## src/rtl/imem_loader_if.sv

```systemverilog
// Byte-stream handshake plus instruction-memory write bus of imem_loader.
// master = stream source / memory observer, slave = the loader itself.
interface imem_loader_if #(
    parameter int ADDR_W = 8
);
    logic [7:0]        in_data;
    logic              in_valid;
    logic              in_ready;
    logic              im_we;
    logic [ADDR_W-1:0] im_addr;
    logic [14:0]       im_wdata;

    modport master (
        output in_data, in_valid,
        input  in_ready, im_we, im_addr, im_wdata
    );

    modport slave (
        input  in_data, in_valid,
        output in_ready, im_we, im_addr, im_wdata
    );
endinterface

```

## src/rtl/imem_loader.sv

```systemverilog
// Framed byte-stream loader: packs {HI, LO} byte pairs into 15-bit words and writes
// them to instruction memory while holding the CPU. LOADER_CHECKSUM_EN adds a CHK byte.
module imem_loader #(
    parameter int ADDR_W      = 8,
    parameter int START_ADDR  = 0,
    parameter int TIMEOUT_CYC = 1024
) (
    input  logic                clk,
    input  logic                rst_n,
    imem_loader_if.slave        bus,
    output logic                cpu_hold,
    output logic                done,
    output logic                err,
    output logic [7:0]          words_loaded
);

    localparam logic [7:0]        SYNC     = 8'hA5;
    localparam logic [ADDR_W-1:0] START    = ADDR_W'(START_ADDR);
    localparam int                CAPACITY = (1 << ADDR_W) - START_ADDR;
    localparam int                TW       = (TIMEOUT_CYC > 1) ? $clog2(TIMEOUT_CYC) : 1;
    localparam logic [TW-1:0]     TMO_LAST = TW'(TIMEOUT_CYC - 1);

    typedef enum logic [2:0] {
        S_IDLE,
        S_LEN,
        S_HI,
        S_LO,
`ifdef LOADER_CHECKSUM_EN
        S_CHK,
`endif
        S_DONE,
        S_ERR
    } state_t;

    // State that follows the last data word (or LEN when N is zero).
`ifdef LOADER_CHECKSUM_EN
    localparam state_t S_TAIL = S_CHK;
`else
    localparam state_t S_TAIL = S_DONE;
`endif

    state_t        state;
    logic [6:0]    opcode;
    logic [7:0]    remaining;
    logic [TW-1:0] tmo_cnt;
`ifdef LOADER_CHECKSUM_EN
    logic [7:0]    checksum;
`endif

    logic xfer;
    logic active;
    logic tmo_hit;

    assign xfer    = bus.in_valid && bus.in_ready;
    assign tmo_hit = (TIMEOUT_CYC != 0) && (tmo_cnt == TMO_LAST);

    always_comb begin
        active = (state == S_LEN) || (state == S_HI) || (state == S_LO);
`ifdef LOADER_CHECKSUM_EN
        active = active || (state == S_CHK);
`endif
    end

    // NOTE: all state and registered outputs use non-blocking assignments so every
    // branch below sees the values from before this clock edge.
    always_ff @(posedge clk or negedge rst_n) begin
        if (!rst_n) begin
            state        <= S_IDLE;
            bus.in_ready <= 1'b0;
            bus.im_we    <= 1'b0;
            bus.im_addr  <= START;
            bus.im_wdata <= '0;
            cpu_hold     <= 1'b0;
            done         <= 1'b0;
            err          <= 1'b0;
            words_loaded <= '0;
            opcode       <= '0;
            remaining    <= '0;
            tmo_cnt      <= '0;
`ifdef LOADER_CHECKSUM_EN
            checksum     <= '0;
`endif
        end else begin
            bus.im_we <= 1'b0;
            // Address advances in the cycle the write strobe is visible.
            if (bus.im_we) bus.im_addr <= bus.im_addr + 1'b1;
            tmo_cnt <= (active && !xfer) ? tmo_cnt + 1'b1 : '0;

            case (state)
                S_IDLE: begin
                    bus.in_ready <= 1'b1;
                    if (xfer && bus.in_data == SYNC) begin
                        state        <= S_LEN;
                        cpu_hold     <= 1'b1;
                        done         <= 1'b0;
                        err          <= 1'b0;
                        words_loaded <= '0;
                        bus.im_addr  <= START;
                    end
                end

                S_LEN: begin
                    if (xfer) begin
                        remaining <= bus.in_data;
`ifdef LOADER_CHECKSUM_EN
                        checksum  <= bus.in_data;
`endif
                        if (int'(bus.in_data) > CAPACITY) begin
                            state        <= S_ERR;
                            bus.in_ready <= 1'b0;
                        end else if (bus.in_data == 8'd0) begin
                            state        <= S_TAIL;
                            bus.in_ready <= (S_TAIL != S_DONE);
                        end else begin
                            state <= S_HI;
                        end
                    end else if (tmo_hit) begin
                        state        <= S_ERR;
                        bus.in_ready <= 1'b0;
                    end
                end

                S_HI: begin
                    if (xfer) begin
                        if (bus.in_data[7]) begin
                            state        <= S_ERR;
                            bus.in_ready <= 1'b0;
                        end else begin
                            opcode   <= bus.in_data[6:0];
`ifdef LOADER_CHECKSUM_EN
                            checksum <= checksum + bus.in_data;
`endif
                            state    <= S_LO;
                        end
                    end else if (tmo_hit) begin
                        state        <= S_ERR;
                        bus.in_ready <= 1'b0;
                    end
                end

                S_LO: begin
                    if (xfer) begin
                        bus.im_we    <= 1'b1;
                        bus.im_wdata <= {opcode, bus.in_data};
                        words_loaded <= words_loaded + 8'd1;
                        remaining    <= remaining - 8'd1;
`ifdef LOADER_CHECKSUM_EN
                        checksum     <= checksum + bus.in_data;
`endif
                        if (remaining == 8'd1) begin
                            state        <= S_TAIL;
                            bus.in_ready <= (S_TAIL != S_DONE);
                        end else begin
                            state <= S_HI;
                        end
                    end else if (tmo_hit) begin
                        state        <= S_ERR;
                        bus.in_ready <= 1'b0;
                    end
                end

`ifdef LOADER_CHECKSUM_EN
                S_CHK: begin
                    if (xfer) begin
                        state        <= (bus.in_data == checksum) ? S_DONE : S_ERR;
                        bus.in_ready <= 1'b0;
                    end else if (tmo_hit) begin
                        state        <= S_ERR;
                        bus.in_ready <= 1'b0;
                    end
                end
`endif

                S_DONE: begin
                    done         <= 1'b1;
                    cpu_hold     <= 1'b0;
                    bus.in_ready <= 1'b1;
                    state        <= S_IDLE;
                end

                // cpu_hold deliberately stays set: only a good frame releases the CPU.
                S_ERR: begin
                    err          <= 1'b1;
                    bus.in_ready <= 1'b1;
                    state        <= S_IDLE;
                end

                default: begin
                    state        <= S_IDLE;
                    bus.in_ready <= 1'b1;
                end
            endcase
        end
    end

endmodule

```

## src/flat_wrapper.sv

```systemverilog
// flat-port wrapper written by rule: the top's interface ports become plain ports
module imem_loader_flat 
#(
    parameter int ADDR_W      = 8,
    parameter int START_ADDR  = 0,
    parameter int TIMEOUT_CYC = 1024
)
  (clk, rst_n, cpu_hold, done, err, words_loaded, bus_in_data, bus_in_valid, bus_in_ready, bus_im_we, bus_im_addr, bus_im_wdata);
  imem_loader_if #(.ADDR_W(ADDR_W)) bus_i ();
  input  logic clk;
  input  logic rst_n;
  output logic cpu_hold;
  output logic done;
  output logic err;
  output logic [7:0] words_loaded;
  input wire logic [$bits(bus_i.in_data)-1:0] bus_in_data;
  input wire logic [$bits(bus_i.in_valid)-1:0] bus_in_valid;
  output wire logic [$bits(bus_i.in_ready)-1:0] bus_in_ready;
  output wire logic [$bits(bus_i.im_we)-1:0] bus_im_we;
  output wire logic [$bits(bus_i.im_addr)-1:0] bus_im_addr;
  output wire logic [$bits(bus_i.im_wdata)-1:0] bus_im_wdata;
  assign bus_i.in_data = bus_in_data;
  assign bus_i.in_valid = bus_in_valid;
  assign bus_in_ready = bus_i.in_ready;
  assign bus_im_we = bus_i.im_we;
  assign bus_im_addr = bus_i.im_addr;
  assign bus_im_wdata = bus_i.im_wdata;
  imem_loader #(.ADDR_W(ADDR_W), .START_ADDR(START_ADDR), .TIMEOUT_CYC(TIMEOUT_CYC)) u_core (.clk(clk), .rst_n(rst_n), .bus(bus_i), .cpu_hold(cpu_hold), .done(done), .err(err), .words_loaded(words_loaded));
endmodule
```

## config.mk

```make
export PLATFORM = sky130hd
export DESIGN_NAME = imem_loader_flat
export DESIGN_NICKNAME = d
export VERILOG_FILES = /design/src/rtl/imem_loader_if.sv /design/src/rtl/imem_loader.sv /design/src/flat_wrapper.sv
export SDC_FILE = /design/constraint.sdc
export NUM_CORES = 1
export LEC_CHECK = 0
export ABC_AREA = 1
export CAP_MARGIN = 0
export CORE_MARGIN = 10
export CORE_UTILIZATION = 58
export DETAILED_ROUTE_END_ITERATION = 12
export PLACE_DENSITY_LB_ADDON = 0.2
export SLEW_MARGIN = 40
export SYNTH_ARGS = -nofsm -noshare
export SYNTH_HDL_FRONTEND = slang
export SYNTH_SLANG_ARGS = --single-unit
```

## constraint.sdc

```tcl
create_clock -name clk -period 3.1 [get_ports clk]
set_clock_uncertainty 0.15 [all_clocks]
set_input_delay 0.93 -clock clk [delete_from_list [all_inputs] [get_ports clk]]
set_output_delay 0.93 -clock clk [all_outputs]
set_load 0.01 [all_outputs]
```

==> qor.yml <==
status: "completed"
grt_start_max_net_pins: 65
synth_fp_nets: 396
fin_tns_setup_ps: 0
track_usage_pct: 16.8
critPathLaunchType: "flop"
diodes: 0
pwr-share-seq_pct: 43.7
cts_tree: "yes"
p_leak_uw: 0.00185
path_class: "reg2out"
gp_congestion: 0.858
io_pins: 47
drtIter0Drc: 147
cp.arrival_ps: 1370
fin_util_pct: 73.6
ant_nets: 0
peakVddDrop_v: 0.000489
critPathMaxFanout: 7
max_slew_margin_pct: 62.9
endpoint_kind: "output pin"
switching_share_pct: 36.0
netlist_instances: 380
setup_viol: 0
fp.dieArea_um2: 8820
fin_nets: 446
core_area_um2: 5200
placedCellCount: 489
cts-root-buf: "clkbuf_8"
hp-class: "reg2reg"
grt_pass1_vias: 2624
yosysTopAreaCellShare_pct: 50.6
placed_area_um2: 3650
cts_hold_buf: 0
grt_first_pass_wirelength_um: 12000
start_util_pct: 60.8
path_delay_family: "buffers and inverters"
final_common_cell: "nand2_1"
clockBufferDepth: 2
yosys-top-cells-area: "dfrtp_1 (51%), nand2_1 (12%), nor2_1 (5.9%)"
cts_buffers: 9
finish.instance_area_um2: 3830
synth.distinct_cells: 32
fin_cells: 505
clock_latency_ps: 330
rsz0062_at_grt: "no"
crit_slowest_cell: "clkdlybuf4s50_1"
layout-drive-gt1-share_pct: 9.43
powerDensity_nw_per_um2: 758
area_growth_pct: 21.0
slew_viol_final: 0
power.switching_uw: 1050
post_cts_buffers: 0
htree_levels: 3
ff2ff_setup_slack_ps: 1070
maxCapViolations: 0
synth_area_um2: 3170
finalHoldWorstSlack_ps: 320
ys_ff_latch: 64
clock-sinks: 64
clkTransAtPathRegs_ps: 70
fin_crit_sh_pct: 78.9
cp.required_ps: 2020
fp.dieW_um: 93.9
critical_path.cell_chain: "clkdlybuf4s50_1"
hold_viol_final: 0
max_stage_delay_ps: 580
worst_pin_slew_ps: 557
grt_overflow_total: 0
die_h_um: 93.9
wl_per_cell_um: 13.9
p_clk_share_pct: 23.2
period_needed_ps: 2450
viasPerCell: 5.25
io_buffers: 46
avgSynthCellArea_um2: 8.33
final_cell_mix: "nand2_1 (101), dfrtp_1 (64), nor2_1 (50)"
vias: 2652
yosysTopAreaCell: "dfrtp_1"
cp_num_buf_inv: 1
seq_area_frac_synth_pct: 50.6
drt_pass1_iterations: 5
combPwrFrac_pct: 33.1
drc_errors: 0
timing.fmax_mhz: 409
wl_um: 7020
ys_warn_count: 0
antenna_found_initial: 0
dp_hpwl_um: 5120
cts_resized: 0
row_count: 26
internal_power_uw: 1860
[logic make-up after synthesis]
logic type / after synthesis / synth area share [%]
xor+xnor: 12 / 3.32
flops: 64 / 50.6
simple gates: 201 / 27.9
fa+ha+maj: 5 / 1.98
buf+inv: 47 / 6.84
compound gates: 51 / 9.40
[cells in the mapped netlist (all sizes together)]
library cell	n
nor3	8
o21a	1
or2	1
xnor2	1
dfrtp	64
buf	8
nor2	54
nor3b	6
nand3	20
o22ai	1
o31ai	1
a21oi	13
ha	5
o211ai	3
o21bai	1
nand3b	1
o21ai	31
inv	39
xor2	11
nand4	5
nand2	106
[metal layers]
metal	global-route usage (%)	part of all wire [%]	vias up
li1	-	-	1314
met1	21.3	45	1235
met2	25.9	47	88
met3	5.20	6.3	15
met4	6.96	1.9	0
met5	0	0	-
[state kept, by name (all words and copies together) (netlist names)]
name / flops
u_core.bus.in_ready: 1
u_core.words_loaded: 8
u_core.remaining: 8
u_core.opcode: 7
u_core.bus.im_we: 1
u_core.state: 3
u_core.tmo_cnt: 10
u_core.bus.im_addr: 8
u_core.err: 1
u_core.bus.im_wdata: 15
u_core.cpu_hold: 1
u_core.done: 1
[final cells by class]
type / instances / area (µm²)
Multi-Input combinational cell: 269 / 1350
Clock inverter: 4 / 45.0
Clock buffer: 12 / 135
Timing Repair Buffer: 47 / 467
Inverter: 39 / 146
Fill cell: 422 / 1370
Tap cell: 70 / 87.6
Sequential cell: 64 / 1600
[power groups by stage]
| stage | clock (µW) | sequential (µW) | combinational, µW |
|---|---|---|---|
| 2_1_floorplan | 0 | 1280 | 557 |
| 3_3_place_gp | 0 | 1270 | 933 |
| 3_5_place_dp | 0 | 1280 | 963 |
| 4_1_cts | 686 | 1260 | 968 |
| 5_1_grt | 726 | 1300 | 1090 |
| 6_report | 674 | 1270 | 962 |
[metrics by stage]
stage / total power (µW) / setup slack, ps
final: 2900 / 654
after global routing: 3110 / 496
after CTS: 2920 / 634
after detailed placement: 2240 / 334
after global placement: 2200 / 421
after floorplan: 1830 / 1190
[worst paths after layout]
kind                            cells after the start        startpoint                endpoint
worst min register to register                      2  u_core.opcode[0]  u_core.bus.im_wdata[8]
worst max register to register                      5   u_core.state[1]     u_core.remaining[4]
worst min-delay path                                2  u_core.opcode[0]  u_core.bus.im_wdata[8]
min in group asynchronous                           2             rst_n   u_core.bus.im_addr[0]
max in group asynchronous                           2             rst_n       u_core.tmo_cnt[6]
worst max-delay path                                1  u_core.bus.im_we               bus_im_we
Note: power is estimated with default switching activity, not from simulation.
